<file path="src/rtl/alu_nbit_pipe.sv">
// alu_nbit_pipe: two-stage WIDTH-bit ALU with valid/ready on both sides.
// Stage 1 captures the operation on accept; stage 2 holds the computed
// Result and status flags until downstream consumes them.
module alu_nbit_pipe #(
    parameter int WIDTH = 32
) (
    input  logic             clk,
    input  logic             reset,
    input  logic             in_valid,
    output logic             in_ready,
    input  logic [WIDTH-1:0] a,
    input  logic [WIDTH-1:0] b,
    input  logic             CarryIn,
    input  logic [3:0]       ALUop,
    output logic             out_valid,
    input  logic             out_ready,
    output logic [WIDTH-1:0] Result,
    output logic             CarryOut,
    output logic             Overflow,
    output logic             Zero,
    output logic             Negative,
    output logic             Illegal
);

    localparam logic [3:0] OP_AND = 4'b0000;
    localparam logic [3:0] OP_OR  = 4'b0001;
    localparam logic [3:0] OP_ADD = 4'b0010;
    localparam logic [3:0] OP_SUB = 4'b0110;
    localparam logic [3:0] OP_SLT = 4'b0111;
    localparam logic [3:0] OP_NOR = 4'b1100;

    typedef struct packed {
        logic [WIDTH-1:0] res;
        logic             co;
        logic             ov;
        logic             zero;
        logic             neg;
        logic             ill;
    } alu_res_t;

    // SUB and SLT share the adder with b inverted and a forced carry-in of 1;
    // SLT is the sign of the true difference, i.e. N ^ V of that sum.
    function automatic alu_res_t alu_eval(input logic [3:0]       op,
                                          input logic [WIDTH-1:0] x,
                                          input logic [WIDTH-1:0] y,
                                          input logic             cin);
        alu_res_t         r;
        logic             is_sub;
        logic [WIDTH-1:0] y_eff;
        logic             c_eff;
        logic [WIDTH:0]   sum;
        logic             ovf;
        r      = '0;
        is_sub = (op == OP_SUB) || (op == OP_SLT);
        y_eff  = is_sub ? ~y : y;
        c_eff  = (op == OP_ADD) ? cin : is_sub;
        sum    = {1'b0, x} + {1'b0, y_eff} + {{WIDTH{1'b0}}, c_eff};
        ovf    = (x[WIDTH-1] == y_eff[WIDTH-1]) && (sum[WIDTH-1] != x[WIDTH-1]);
        case (op)
            OP_AND: r.res = x & y;
            OP_OR:  r.res = x | y;
            OP_NOR: r.res = ~(x | y);
            OP_ADD, OP_SUB: begin
                r.res = sum[WIDTH-1:0];
                r.co  = sum[WIDTH];
                r.ov  = ovf;
            end
            OP_SLT: r.res = {{(WIDTH-1){1'b0}}, sum[WIDTH-1] ^ ovf};
            default: r.ill = 1'b1;
        endcase
        // Zero/Negative only describe results of legal ops.
        r.zero = ~r.ill & (r.res == '0);
        r.neg  = ~r.ill & r.res[WIDTH-1];
        return r;
    endfunction

    logic             vld_p1_q, vld_p1_d;
    logic [WIDTH-1:0] a_p1_q, a_p1_d;
    logic [WIDTH-1:0] b_p1_q, b_p1_d;
    logic             cin_p1_q, cin_p1_d;
    logic [3:0]       op_p1_q, op_p1_d;

    logic             vld_p2_q, vld_p2_d;
    alu_res_t         res_p2_q, res_p2_d;

    logic             adv_p1;
    logic             accept;

    // Handshake: stage 1 moves on when stage 2 is empty or draining this cycle.
    always_comb begin
        adv_p1   = vld_p1_q & (~vld_p2_q | out_ready);
        in_ready = ~vld_p1_q | adv_p1;
        accept   = in_valid & in_ready;
    end

    // Stage 1 next state: capture operands on accept, otherwise hold.
    always_comb begin
        vld_p1_d = vld_p1_q;
        a_p1_d   = a_p1_q;
        b_p1_d   = b_p1_q;
        cin_p1_d = cin_p1_q;
        op_p1_d  = op_p1_q;
        if (accept) begin
            vld_p1_d = 1'b1;
            a_p1_d   = a;
            b_p1_d   = b;
            cin_p1_d = CarryIn;
            op_p1_d  = ALUop;
        end else if (adv_p1) begin
            vld_p1_d = 1'b0;
        end
    end

    // Stage 2 next state: load the evaluated op on advance, clear on emit.
    always_comb begin
        vld_p2_d = vld_p2_q & ~out_ready;
        res_p2_d = res_p2_q;
        if (adv_p1) begin
            vld_p2_d = 1'b1;
            res_p2_d = alu_eval(op_p1_q, a_p1_q, b_p1_q, cin_p1_q);
        end
    end

    // ---- stage 1 boundary: control state ----
    always_ff @(posedge clk or posedge reset) begin
        if (reset) vld_p1_q <= 1'b0;
        else       vld_p1_q <= vld_p1_d;
    end

    // Stage 1 operand registers; contents are don't-care while vld_p1_q is low.
    always_ff @(posedge clk) begin
        a_p1_q   <= a_p1_d;
        b_p1_q   <= b_p1_d;
        cin_p1_q <= cin_p1_d;
        op_p1_q  <= op_p1_d;
    end

    // ---- stage 2 boundary: result and flags, cleared so outputs read 0 in reset ----
    always_ff @(posedge clk or posedge reset) begin
        if (reset) begin
            vld_p2_q <= 1'b0;
            res_p2_q <= '0;
        end else begin
            vld_p2_q <= vld_p2_d;
            res_p2_q <= res_p2_d;
        end
    end

    // Output mapping straight from stage 2 registers.
    always_comb begin
        out_valid = vld_p2_q;
        Result    = res_p2_q.res;
        CarryOut  = res_p2_q.co;
        Overflow  = res_p2_q.ov;
        Zero      = res_p2_q.zero;
        Negative  = res_p2_q.neg;
        Illegal   = res_p2_q.ill;
    end

endmodule
</file>
<file path="config.mk">
export PLATFORM = sky130hd
export DESIGN_NAME = alu_nbit_pipe
export DESIGN_NICKNAME = d
export VERILOG_FILES = /design/src/rtl/alu_nbit_pipe.sv
export SDC_FILE = /design/constraint.sdc
export NUM_CORES = 1
export LEC_CHECK = 0
export CORE_ASPECT_RATIO = 0.7
export CORE_UTILIZATION = 59
export CTS_CLUSTER_SIZE = 12
export DETAILED_ROUTE_END_ITERATION = 8
export GPL_TIMING_DRIVEN = 0
export PLACE_DENSITY = 0.87
export SLEW_MARGIN = 40
export SYNTH_ARGS = -nofsm -noshare
export SYNTH_HDL_FRONTEND = slang
export SYNTH_SLANG_ARGS = --single-unit
</file>
<file path="constraint.sdc">
create_clock -name clk -period 9.65 [get_ports clk]
set_input_delay 1.4475 -clock clk [delete_from_list [all_inputs] [get_ports clk]]
set_output_delay 1.4475 -clock clk [all_outputs]
set_load 0.03 [all_outputs]
</file>
==> results_dict.tcl, run 1 <==
set metrics [dict create \
    area_delta_synth_final_pct 23.7 \
    synth.ff_latch_count 108 \
    clock-skew-final_ps 5.85 \
    commonest_cells_post_synth "76 x nand2_1, 69 x edfxtp_1, 58 x a21oi_1" \
    vias 6438 \
    synth_top_cell_by_area "edfxtp_1" \
    cts-buffers-inserted 9 \
    holdWs_ps 490 \
    synth_cell_types 67 \
    wl_per_cell_um 22.0 \
    preCtsSetupSlack_ps 3280 \
    worst_path_max_stage_delay_ps 630 \
    synth_edf_count 69 \
    clk_pin_slew_ps 80 \
    post-route-util 0.759 \
    routabilityCongestion 0.918 \
    fin_nets 913 \
    crit_chain "buf_2 > nor3b_1 > clkbuf_1 > clkbuf_1 > clkbuf_1 > nand2_1 > nand2_1 > fa_1 > inv_1 > fa_1 > nor2b_1 > o31ai_1 > a21oi_2 > mux2i_1 > a211oi_1 > and3_1 > nand4_1 > nor3_1 > nand4_1 > o41ai_2" \
    fillerInstances 739 \
    worst-endpoint-arrival_ps 6990 \
    finished_layout_cells 965 \
    layout_min_cycle_time_ps 6740 \
    vdd_drop_max_uv 115 \
    dp_hpwl_um 16000 \
    critPathMostFrequentCell "clkbuf_1" \
    pd_cells_nw_per_um2 163 \
    ctsRootBufferMaster "clkbuf_16" \
    drt-vias-per-instance 6.67 \
    drc_errors 0 \
    tns_ps 0 \
    yosysWarningCount 0 \
    highest_attainable_clock_frequency_mhz 148 \
    drt_first_pass_iters 6 \
    xor_xnor_cell_area_share_of_the_yosys_netlist 0.0652 \
    slew_violations 0 \
    setup_viol 0 \
    synthAdderAreaFrac 0.0654 \
    holdCritPathClass "flop to flop" \
    worst-setup-path-type "flop to flop" \
    post-place-cells 949 \
    area_taken_by_flip_flops_and_latches_um2 3050 \
    holdPathStages 2 \
    routed_wirelength_um 21200 \
    run_status "finished clean" \
    cp_slowest_cell "nor3b_1" \
    async_flop_share 0.361 \
    track_usage 0.364 \
    tritoncts_num_sinks 108 \
    final_design_area_no_fill_um2 8480 \
    grt_pass1_vias 6116 \
    synth_flop_cell "edfxtp_1" \
    pwr-share-comb 0.325 \
    setup.worst_path.start_class "flop" \
    synth_top_area_share 0.302 \
    path_max_fanout 10 \
    actual_transition_at_the_worst_max_transition_pin_ps 772 \
    static-leakage-power_nw 3.23 \
    syn_avg_cell_area_um2 10.0 \
    post_synth_and_or_nand_nor_area_fraction 0.141 \
    clk-insertion-delay-late_ps 350 \
    drive_gt1_frac 0.0579 \
    number_of_hold_slack_violations_in_the_final_timing_report 0 \
    cts.repair_timing.setup_buffer_count 0 \
    rsz0062_at_grt "false" \
    crit-reg2reg-launch "op_p1_q[0]" \
    top_level_ports 112 \
    switching_power_mw 0.485 \
    p_total_mw 1.38 \
    placed_cell_area_um2 8190 \
    post_synth_instance_area_um2 6850 \
    pwr-share-clk 0.262 \
    cts.repair.resized 0 \
    syn_nets 790 \
    clockBufferDepth 2 \
    drt.antenna.violating_nets 0 \
    p_int_mw 0.897 \
    synth_most_common_cell "nand2_1" \
    synth_mux_area_frac 0.0190 \
    hold_path.startpoint "Result[29]" \
    synthCells 684 \
    synth-compound-area-share 0.236 \
    grt_remaining_overflow 0 \
    effective_utilization_at_floorplan 0.613 \
    reg2regPathDepth 20 \
    multiInputGateArea_um2 3620 \
    die_area_um2 12100 \
    antenna_violations_before_repair 0 \
    crit_start "op_p1_q[0]" \
    tcrit_tclk_final 0.699 \
    maximum_level_of_the_cts_h_tree 3 \
    grt_max_degree 40 \
    switching_power_share_of_the_total 0.351 \
    die_height_um 92.2 \
    timing.final.ws_setup_ps 2910 \
    largest_family_of_logic_cells_by_synthesized_area "compound AO/OA/AOI/OAI gates" \
    ys_top_cells_by_area "edfxtp_1 30%, dfrtp_1 14%, ha_1 5.7%" \
    ff2ff_setup_slack_ps 2910 \
    grt_pass1_wl_um 32300 \
    share_seq_of_total_power 0.413 \
    insertedDiodeCount 0 \
    synth_seq_area_share 0.445 \
    clock_tree_from_tritoncts "yes" \
    crit_path_end_kind "flop" \
    placement_rows 32 \
    slew-limit-headroom 0.486 \
    crit-reg2reg-capture "Zero" \
    drt_iter0_markers 776 \
    worst-endpoint-required_ps 9890 \
    chipWidth_um 131 \
    core_region_area_um2 11200 \
    maxCapViolations 0 \
    place.port_buffers 111 \
    cts-hold-fix-buffers 0 \
    min_to "Result[29]" \
]
[worst max-delay path by stage]
stage	endpoint	slack, ps	cells past startpoint
after floorplan	Zero	5110	20
after global placement	Zero	3450	20
after detailed placement	Zero	3280	20
after CTS	Zero	3200	20
after global routing	Zero	2720	20
final	Zero	2910	20
[state kept, by name (all words and copies together) (netlist names)]
signal     count
cin_p1_q       1
op_p1_q        4
vld_p1_q       1
Overflow       1
Result        32
a_p1_q        32
Negative       1
Zero           1
out_valid      1
CarryOut       1
Illegal        1
b_p1_q        32
[critical path: cells and delay by family (launching register included)]
family	cells	cell delay (ps)
adder cells (fa/ha/maj)	2	630
flip-flops	1	460
AND/OR/NAND/NOR	8	1990
multiplexers	1	130
AO/OA/AOI/OAI	4	1400
buffers and inverters	5	2010
[final cells by class]
class	count	share of cell area
Sequential cell	108	0.360
Tap cell	153	0.0226
Multi-Input combinational cell	526	0.427
Buffer	38	0.0187
Inverter	12	0.00546
Clock inverter	7	0.00723
Timing Repair Buffer	112	0.133
Clock buffer	9	0.0266
[metal layers]
layer | GRT usage | part of all wire | up-vias
li1 | - | - | 2864
met1 | 0.514 | 0.42 | 3054
met2 | 0.533 | 0.43 | 464
met3 | 0.102 | 0.13 | 56
met4 | 0.124 | 0.026 | 0
met5 | 0 | 0 | -
[cell usage in the layout (no fill, tap or decap), drive strengths merged, types with 4 or more instances in the layout]
master / synthesis / routed
nor3: 22 / 22
nand4: 13 / 13
clkdlybuf4s50: 0 / 111
xnor2: 40 / 40
o21ai: 52 / 52
and3: 6 / 6
a31oi: 6 / 6
nand2: 76 / 76
a21oi: 59 / 59
mux2i: 4 / 4
o21a: 8 / 8
a211o: 4 / 4
inv: 12 / 13
nor2: 23 / 23
o311ai: 15 / 15
ha: 31 / 31
nor2b: 6 / 6
mux2: 8 / 8
and2: 4 / 4
clkbuf: 29 / 40
xor2: 11 / 11
nand3: 11 / 11
a211oi: 9 / 9
buf: 9 / 8
clkinv: 0 / 4
dfrtp: 39 / 39
or3: 10 / 10
nand2b: 9 / 9
a221oi: 8 / 8
edfxtp: 69 / 69
o2111ai: 19 / 19
a22o: 4 / 4
and4: 4 / 4
o211ai: 5 / 5
a21o: 20 / 20
[kinds of logic (layout without fill, tap and decap cells)]
| kind of cell | after synthesis | count (layout) |
|---|---|---|
| multiplexers | 12 | 12 |
| buffers and inverters | 50 | 178 |
| flip-flops | 108 | 108 |
| XOR/XNOR | 51 | 51 |
| adder cells (fa/ha/maj) | 35 | 35 |
| AO/OA/AOI/OAI | 233 | 233 |
| AND/OR/NAND/NOR | 195 | 195 |
[power groups by stage]
stage | Sequential [mW] | Clock [mW] | Combinational (mW)
6_report | 0.571 | 0.362 | 0.450
3_3_place_gp | 0.577 | 0 | 0.421
4_1_cts | 0.569 | 0.362 | 0.440
2_1_floorplan | 0.610 | 0 | 0.247
3_5_place_dp | 0.578 | 0 | 0.436
5_1_grt | 0.573 | 0.380 | 0.483
(Power assumes the default switching activity.)
==> run 2: changes to the inputs <==
--- a/config.mk
+++ b/config.mk
@@ -6,11 +6,11 @@
 export NUM_CORES = 1
 export LEC_CHECK = 0
 export CORE_ASPECT_RATIO = 0.7
-export CORE_UTILIZATION = 59
+export CORE_UTILIZATION = 54
 export CTS_CLUSTER_SIZE = 12
 export DETAILED_ROUTE_END_ITERATION = 8
 export GPL_TIMING_DRIVEN = 0
-export PLACE_DENSITY = 0.87
+export PLACE_DENSITY = 0.81
 export SLEW_MARGIN = 40
 export SYNTH_ARGS = -nofsm -noshare
 export SYNTH_HDL_FRONTEND = slang
==> constraint.sdc (replaced) <==
create_clock -name clk -period 7 [get_ports clk]
set_input_delay 1.05 -clock clk [delete_from_list [all_inputs] [get_ports clk]]
set_output_delay 1.05 -clock clk [all_outputs]
set_load 0.03 [all_outputs]
==> run 2 against run 1 <==
  * Clock-buffer cell count unchanged
  * Register-to-register slack lost 2400 ps
  * First-iteration DRC count decreased by 36%
  * Sequential cell count stayed put
  * Cell count up 0.93%
  * Critical path depth is the same
  * Wire length is 0.18% lower
  * Worst hold slack got worse by 7.2 ps
  * Largest cell class unchanged
  * Largest power group unchanged
  * Utilization is 7.4 points lower
  * Worst setup slack got worse by 2400 ps
  * Critical endpoint unchanged
  * Power grew 37%
==> results_dict.tcl, run 2 (same netlist as run 1, synthesis figures left out) <==
set metrics [dict create \
    drt.antenna.violating_nets 0 \
    worst-endpoint-required_ps 7260 \
    fillerInstances 927 \
    clock_tree_from_tritoncts "yes" \
    static-leakage-power_nw 3.24 \
    fin_nets 913 \
    grt_pass1_wl_um 31900 \
    slew_violations 0 \
    maximum_level_of_the_cts_h_tree 3 \
    highest_attainable_clock_frequency_mhz 153 \
    cts-buffers-inserted 9 \
    core_region_area_um2 12400 \
    clockBufferDepth 2 \
    actual_transition_at_the_worst_max_transition_pin_ps 849 \
    worst-endpoint-arrival_ps 6800 \
    placed_cell_area_um2 8200 \
    cts.repair.resized 0 \
    reg2regPathDepth 20 \
    antenna_violations_before_repair 0 \
    grt_remaining_overflow 0 \
    mostFrequentLayoutCells "111 x clkdlybuf4s50_1, 76 x nand2_1, 69 x edfxtp_1, 58 x a21oi_1, 41 x o21ai_0" \
    maxCapViolations 0 \
    ctsRootBufferMaster "clkbuf_16" \
    vdd_drop_max_uv 168 \
    placement_rows 34 \
    clk_pin_slew_ps 80 \
    holdPathStages 1 \
    wl_per_cell_um 21.8 \
    tritoncts_num_sinks 108 \
    post-route-util 0.685 \
    routed_wirelength_um 21200 \
    path_max_fanout 10 \
    drt_first_pass_iters 5 \
    effective_utilization_at_floorplan 0.554 \
    chipWidth_um 137 \
    slew-limit-headroom 0.427 \
    worst-setup-path-type "flop to flop" \
    area_delta_synth_final_pct 23.7 \
    tns_ps 0 \
    drc_errors 0 \
    rsz0062_at_grt "false" \
    vias 6371 \
    die_area_um2 13200 \
    drt_iter0_markers 494 \
    track_usage 0.330 \
    routabilityCongestion 0.926 \
    place.port_buffers 111 \
    grt_pass1_vias 5820 \
    dp_hpwl_um 15900 \
    crit_path_end_kind "flop" \
    clk-insertion-delay-late_ps 350 \
    post-place-cells 958 \
    final_design_area_no_fill_um2 8480 \
    drive_gt1_frac 0.0579 \
    cts-hold-fix-buffers 0 \
    setup_viol 0 \
    top_level_ports 112 \
    holdCritPathClass "flop to flop" \
    clock-skew-final_ps 7.61 \
    pd_cells_nw_per_um2 224 \
    layout_min_cycle_time_ps 6540 \
    setup.worst_path.start_class "flop" \
    run_status "finished clean" \
    grt_max_degree 40 \
    drt-vias-per-instance 6.54 \
    insertedDiodeCount 0 \
    number_of_hold_slack_violations_in_the_final_timing_report 0 \
    die_height_um 96.3 \
    final_common_cell "clkdlybuf4s50_1" \
    cts.repair_timing.setup_buffer_count 0 \
    tcrit_tclk_final 0.934 \
    finished_layout_cells 974 \
]
==> run 2: metal layers <==
metal | wire length [um] | global-route usage | vias to the layer above
met5 | 0 | 0 | -
met4 | 266 | 0.0806 | 0
met3 | 2310 | 0.0837 | 29
met2 | 8850 | 0.478 | 388
met1 | 9770 | 0.486 | 3080
li1 | - | - | 2874
==> run 2: area by class of cell <==
cell class / instances / area [um2] / share of cell area
clock inverters: 7 / 48.8 / 0.00576
multi-input cells: 526 / 3620 / 0.427
repair buffers: 112 / 1130 / 0.133
well taps: 162 / 203 / 0.0239
clock buffers: 9 / 225 / 0.0266
flip-flops and latches: 108 / 3050 / 0.360
inverters: 12 / 46.3 / 0.00546
plain buffers: 38 / 159 / 0.0187
==> run 2: worst paths after layout <==
kind,startpoint,end,slack (ps)
min in group asynchronous,reset,Zero,1100
hold / removal,Result[31],Result[31],480
hold reg to reg,Result[31],Result[31],480
setup reg to reg,op_p1_q[0],Zero,460
setup / recovery,op_p1_q[0],Zero,460
max in group asynchronous,reset,Result[8],5490
==> run 2: power by group <==
part	leakage [nW]	switching, mW	internal [mW]
registers	1.18	0.0471	0.740
logic	1.91	0.366	0.249
clock network	0.141	0.247	0.245
==> run 2: metrics by stage <==
| step | total power, mW | hold slack (ps) | worst slack (ps) |
|---|---|---|---|
| after CTS | 1.88 | 488 | 647 |
| after detailed placement | 1.40 | 471 | 676 |
| final | 1.89 | 483 | 462 |
| after floorplan | 1.18 | 480 | 2460 |
| after global routing | 1.97 | 500 | 64.0 |
| after global placement | 1.38 | 462 | 802 |
==> run 2: critical path: stages (launching register included) <==
cell and delay, ps:
edfxtp_1 450, buf_2 230, nor3b_1 650, clkbuf_1 600, clkbuf_1 520, clkbuf_1 500, nand2_1 110, nand2_1 100
fa_1 200, inv_1 60, fa_1 400, nor2b_1 220, o31ai_1 150, a21oi_2 390, mux2i_1 140, a211oi_1 550
and3_1 250, nand4_1 110, nor3_1 330, nand4_1 170, o41ai_2 300
==> run 3: changes to the inputs <==
--- a/config.mk
+++ b/config.mk
@@ -11,6 +11,7 @@
 export DETAILED_ROUTE_END_ITERATION = 8
 export GPL_TIMING_DRIVEN = 0
 export PLACE_DENSITY = 0.81
+export SKIP_CTS_REPAIR_TIMING = 1
 export SLEW_MARGIN = 40
 export SYNTH_ARGS = -nofsm -noshare
 export SYNTH_HDL_FRONTEND = slang
==> results of run 3 <==
Final layout, timing and power as in run 2 (identical DEF).
